**src/rtl/seg_display_pkg.sv**
```systemverilog
// Shared 7-segment pattern table and nibble decode for the display scheduler.
// Segment order is {g,f,e,d,c,b,a}, active high.
package seg_display_pkg;

    localparam logic [6:0] SEG_BLANK = 7'h00;

    localparam logic [6:0] SEG_HEX [16] = '{
        7'h3F, 7'h06, 7'h5B, 7'h4F, 7'h66, 7'h6D, 7'h7D, 7'h07,
        7'h7F, 7'h6F, 7'h77, 7'h7C, 7'h39, 7'h5E, 7'h79, 7'h71
    };

    function automatic logic [6:0] seg_hex(input logic [3:0] nib);
        return SEG_HEX[nib];
    endfunction

endpackage

```
**src/rtl/key_debounce.sv**
```systemverilog
// Raw key front end: 2-FF synchroniser, stability-count debouncer and a
// one-cycle registered pulse on each accepted 0->1 level change.
module key_debounce #(
    parameter int DEB_CYCLES = 16
) (
    input  logic clk,
    input  logic rst_n,
    input  logic key_raw,
    output logic press
);

    localparam int CW = (DEB_CYCLES > 2) ? $clog2(DEB_CYCLES) : 1;
    localparam logic [CW-1:0] CNT_MAX = CW'(DEB_CYCLES - 1);

    logic          sync1;
    logic          sync2;
    logic          level;
    logic          level_d;
    logic [CW-1:0] cnt;

    always_ff @(posedge clk or negedge rst_n) begin
        if (!rst_n) begin
            sync1   <= 1'b0;
            sync2   <= 1'b0;
            level   <= 1'b0;
            level_d <= 1'b0;
            cnt     <= '0;
            press   <= 1'b0;
        end else begin
            sync1   <= key_raw;
            sync2   <= sync1;
            level_d <= level;
            press   <= level & ~level_d;
            // Any sample matching the accepted level restarts the stability window.
            if (sync2 == level) begin
                cnt <= '0;
            end else if (cnt == CNT_MAX) begin
                level <= ~level;
                cnt   <= '0;
            end else begin
                cnt <= cnt + CW'(1);
            end
        end
    end

endmodule

```
**src/rtl/seg_display_scheduler.sv**
```systemverilog
// Two-key hex up/down counter driving a multiplexed NDIG-digit 7-segment display.
// Optional build macro LEADING_ZERO_BLANK_EN blanks leading zero digits (digit 0 always shown).
module seg_display_scheduler
    import seg_display_pkg::*;
#(
    parameter int NDIG       = 4,
    parameter int DEB_CYCLES = 16,
    parameter int SCAN_DIV   = 1024
) (
    input  logic              clk,
    input  logic              rst_n,
    input  logic              key_a,
    input  logic              key_b,
    output logic [6:0]        seg,
    output logic [NDIG-1:0]   an,
    output logic [4*NDIG-1:0] value
);

    localparam int VW = 4 * NDIG;
    localparam int IW = (NDIG > 2) ? $clog2(NDIG) : 1;
    localparam int PW = (SCAN_DIV > 2) ? $clog2(SCAN_DIV) : 1;

    localparam logic [IW-1:0]   IDX_MAX = IW'(NDIG - 1);
    localparam logic [PW-1:0]   PS_MAX  = PW'(SCAN_DIV - 1);
    localparam logic [NDIG-1:0] AN_ONE  = {{(NDIG-1){1'b0}}, 1'b1};

    logic          inc;
    logic          dec;
    logic [PW-1:0] prescale;
    logic [IW-1:0] idx;
    logic          blank;
    logic [6:0]    seg_next;

    key_debounce #(.DEB_CYCLES(DEB_CYCLES)) u_key_a (
        .clk     (clk),
        .rst_n   (rst_n),
        .key_raw (key_a),
        .press   (inc)
    );

    key_debounce #(.DEB_CYCLES(DEB_CYCLES)) u_key_b (
        .clk     (clk),
        .rst_n   (rst_n),
        .key_raw (key_b),
        .press   (dec)
    );

    // Decode follows the live value so a count change shows up without waiting for a scan step.
    always_comb begin
        blank = 1'b0;
`ifdef LEADING_ZERO_BLANK_EN
        blank = (idx != '0) && ((value >> {idx, 2'b00}) == '0);
`endif
        seg_next = blank ? SEG_BLANK : seg_hex(value[{idx, 2'b00} +: 4]);
    end

    always_ff @(posedge clk or negedge rst_n) begin
        if (!rst_n) begin
            value    <= '0;
            prescale <= '0;
            idx      <= '0;
            an       <= AN_ONE;
            seg      <= seg_hex(4'h0);
        end else begin
            if (inc && !dec) begin
                value <= value + VW'(1);
            end else if (dec && !inc) begin
                value <= value - VW'(1);
            end

            if (prescale == PS_MAX) begin
                prescale <= '0;
                idx      <= (idx == IDX_MAX) ? '0 : idx + IW'(1);
            end else begin
                prescale <= prescale + PW'(1);
            end

            // an and seg both derive from the same idx so they always change together.
            an  <= AN_ONE << idx;
            seg <= seg_next;
        end
    end

endmodule
```
**config.mk**
```make
export PLATFORM = sky130hd
export DESIGN_NAME = seg_display_scheduler
export DESIGN_NICKNAME = d
export VERILOG_FILES = /design/src/rtl/seg_display_pkg.sv /design/src/rtl/key_debounce.sv /design/src/rtl/seg_display_scheduler.sv
export SDC_FILE = /design/constraint.sdc
export NUM_CORES = 1
export LEC_CHECK = 0
export CORE_ASPECT_RATIO = 0.75
export CORE_UTILIZATION = 30
export CTS_CLUSTER_SIZE = 28
export DETAILED_ROUTE_END_ITERATION = 10
export GPL_TIMING_DRIVEN = 0
export SLEW_MARGIN = 10
export SYNTH_ARGS = -nofsm -noshare
export SYNTH_HDL_FRONTEND = slang
export SYNTH_HIERARCHICAL = 1
export SYNTH_SLANG_ARGS = --single-unit
```
**constraint.sdc**
```tcl
create_clock -name clk -period 3 [get_ports clk]
set_input_delay 0.9 -clock clk [delete_from_list [all_inputs] [get_ports clk]]
set_output_delay 0.9 -clock clk [all_outputs]
set_load 0.02 [all_outputs]
```
==> reports/results.txt <==
Peak supply drop = 0.000253 V
largest net degree at the start of global routing = 58
H-Tree Depth = 3
overall die width = 124 µm
Buffers on Ports = 30
grt total ovfl = 0
Inserted Clock Buffers = 9
CTS tree = yes
first-pass detailed-route iteration total = 4
hold path startpoint = u_key_a/sync1
status = complete, no violations
Vias = 2524
Post-synth EDFFs = 0
Worst EP required = 3.19 ns
initial cell density of the core = 0.316
dpl hpwl = 5.25 mm
Synth top area share = 0.375
Worst-Margin Slew = 0.726 ns
Worst path slowest cell = a2111oi_0
syn_nets = 353
Wirelength per Cell = 14.3 µm
share of cells above drive strength 1 = 0.122
Hold Path End = u_key_a/sync2
IO Count = 31
Final Critical Period = 2.83 ns
Root Buffer = clkbuf_16
post-layout util = 0.393
drt via density = 5.00
Arrival @ worst endpoint = 3.02 ns
clk_lat worst skew = 0.33 ns
drt drc = 0
row cnt = 32
Storage cell area = 0.00144 mm²
die area = 0.0116 mm²
Final setup viols = 0
total of max-cap violations = 0
cell count after synthesis = 318
Worst Path Class, Setup = reg2reg
Antenna diodes = 0
Clock Skew = 0.00664 ns
Hold Path Stages = 0
Synth async-reset ratio = 1.00
nets@finish = 400
Multi-input gate area = 0.00179 mm²
Max Freq = 353 MHz
clk buf depth = 2
Seq/Total Area, Yosys = 0.430
worst reg2reg path depth = 9
clock net sink count = 57
gpl congestion = 0.862
total core area = 0.0106 mm²
most used flip-flop cell after synthesis = dfrtp_1
headroom to the max-slew limit = 0.516
Yosys reg bits = 57
Worst-path clk slew = 0.05 ns
Die Y = 93.4 µm
Pwr Total = 2.23 mW
post-route ant nets = 0
fin crit share = 0.943
critical path, cell by cell = inv_1, ha_1, clkinvlp_4, ha_1, a21oi_1, o211a_1, nor3_1, a2111oi_0, nand3_1
CP endpoint kind = register
final wirelength = 7.23 mm
Mean Syn Cell Area = 10.5 µm²
GR Util All Layers = 0.140
vias in the first global route = 2485
number of DRC markers in iteration 0 = 143
post-synth top area cell = dfrtp_1
Pins Over Slew Limit = 0
CTS hold repair buffers = 0
Final Hold Fails = 0
Synth area leaders = dfrtp_1 37%, ha_1 11%, dfstp_2 5.5%, a21oi_1 3.1%, nand2_1 2.7%
reg2reg setup slack = 0.17 ns
Slowest Stage Delay on Critical Path = 0.48 ns
Leak Pwr = 1.86 nW
first-pass GRT wire length = 12.0 mm
CP most frequent cell = ha_1
Layout area overhead = 24.3%
worst min-delay path class = reg2reg
Yosys Warn Count = 6
CP Launch Type = register
Power Density = 536 mW/mm²
# fillers = 1039
synthesized cell area = 0.00334 mm²
reg-to-reg endpoint = value[15]
Cell variety after synth = 58
initial antenna violation count = 0
reg2reg start = u_key_b/press
critical path peak fanout = 11
hold slack = 0.346 ns
## what timing repair did
item,4_1_cts,5_1_grt
setup buffers,0,6
hold endpoints to repair,0,0
resized for setup,0,1
endpoints found under the setup margin,0,3
## how the worst max path moves through the flow
stage	startpoint	endpoint
after floorplan	u_key_a/press	value[12]
after global placement	rst_n	u_key_b/cnt[1]
after detailed placement	u_key_a/press	value[10]
after CTS	u_key_a/press	value[10]
after global routing	u_key_b/press	value[10]
final	u_key_b/press	value[15]
## worst max-delay path: cells and delay by family, from the launching register on
| kind | cells | cell delay, ns |
|---|---|---|
| fa+ha+maj | 2 | 0.69 |
| compound gates | 3 | 1.10 |
| simple gates | 2 | 0.22 |
| flops | 1 | 0.35 |
| buf+inv | 2 | 0.32 |
## where the power goes
part           total (mW)  switching (mW)  leakage [nW]  internal [mW]
sequential          0.847          0.0395         0.742          0.807
clock                1.01           0.331         0.148          0.678
combinational       0.369           0.211         0.972          0.157
## cell usage after synthesis (3+ instances only)
master and n:
o21a_1 4, nor2b_1 10, o21bai_1 4, nor2_1 22, clkbuf_1 5, dfrtp_1 50
ha_1 30, xor2_1 6, mux4_2 3, nand2_1 24, and3_1 3, dfstp_2 7
nand2b_1 3, o211ai_1 3, o21ai_0 16, nor3_1 5, nor4_1 4, a21o_1 5
xnor2_1 10, a22oi_1 4, a21oi_1 21, a211oi_1 3, inv_1 19, nand3_1 6
## state kept, by name (all words and copies together) (netlist names)
| name | flops |
|---|---|
| u_key_b/level_d | 1 |
| u_key_a/cnt | 4 |
| u_key_a/press | 1 |
| seg | 7 |
| u_key_b/level | 1 |
| an | 4 |
| u_key_b/sync2 | 1 |
| value | 16 |
| u_key_a/level_d | 1 |
| u_key_b/sync1 | 1 |
| u_key_b/cnt | 4 |
| idx | 2 |
| u_key_a/sync2 | 1 |
| u_key_a/sync1 | 1 |
| u_key_a/level | 1 |
| u_key_b/press | 1 |
| prescale | 10 |
## placed cells by master, fill, tap and decap left out, types with 7 or more instances in the layout
cell | Yosys | final
dfrtp_1 | 50 | 50
ha_1 | 30 | 30
clkdlybuf4s50_1 | 0 | 29
nand2_1 | 24 | 24
nor2_1 | 22 | 22
a21oi_1 | 21 | 21
inv_1 | 19 | 18
o21ai_0 | 16 | 16
nor2b_1 | 10 | 10
xnor2_1 | 10 | 10
clkbuf_16 | 0 | 9
dfstp_2 | 7 | 7
buf_4 | 0 | 7
## metal layers
layer | wire, µm | vias to the layer above | track usage
met1 | 3750 | 1196 | 0.189
met2 | 2940 | 64 | 0.195
li1 | - | 1256 | -
met3 | 473 | 8 | 0.0610
met5 | 0 | - | 0
met4 | 70 | 0 | 0.0532
## kinds of logic (layout without fill, tap and decap cells)
| family | after synthesis | after routing | synth area share |
|---|---|---|---|
| xor gates and xnor gates | 16 | 16 | 0.0419 |
| muxes | 10 | 10 | 0.0547 |
| DFF | 57 | 57 | 0.430 |
| AOI/OAI and AO/OA | 83 | 83 | 0.170 |
| and+or+nand+nor | 94 | 94 | 0.150 |
| adders and majority gates | 31 | 31 | 0.118 |
| buffers and inverters | 27 | 78 | 0.0348 |
## metrics by stage
stage                     area [µm²]  worst slack (ns)  instances  setup TNS, ns
after global routing            4150          -0.00943        505       -0.00943
final                           4150             0.170        505              0
after CTS                       4110            0.0834        499              0
after global placement          3810            -0.809        484         -41.34
after floorplan                 3340             0.504        318              0
after detailed placement        3810            0.0903        484              0
## layout make-up
cell class	instances	share of cell area
multi-input combinational	234	0.431
tap	136	0.0410
clock buffer	12	0.0617
inverter	19	0.0181
timing repair buffer	36	0.0825
clock inverter	3	0.00964
buffer	8	0.0108
sequential	57	0.345
No activity file was read; power rests on OpenSTA's default activity.
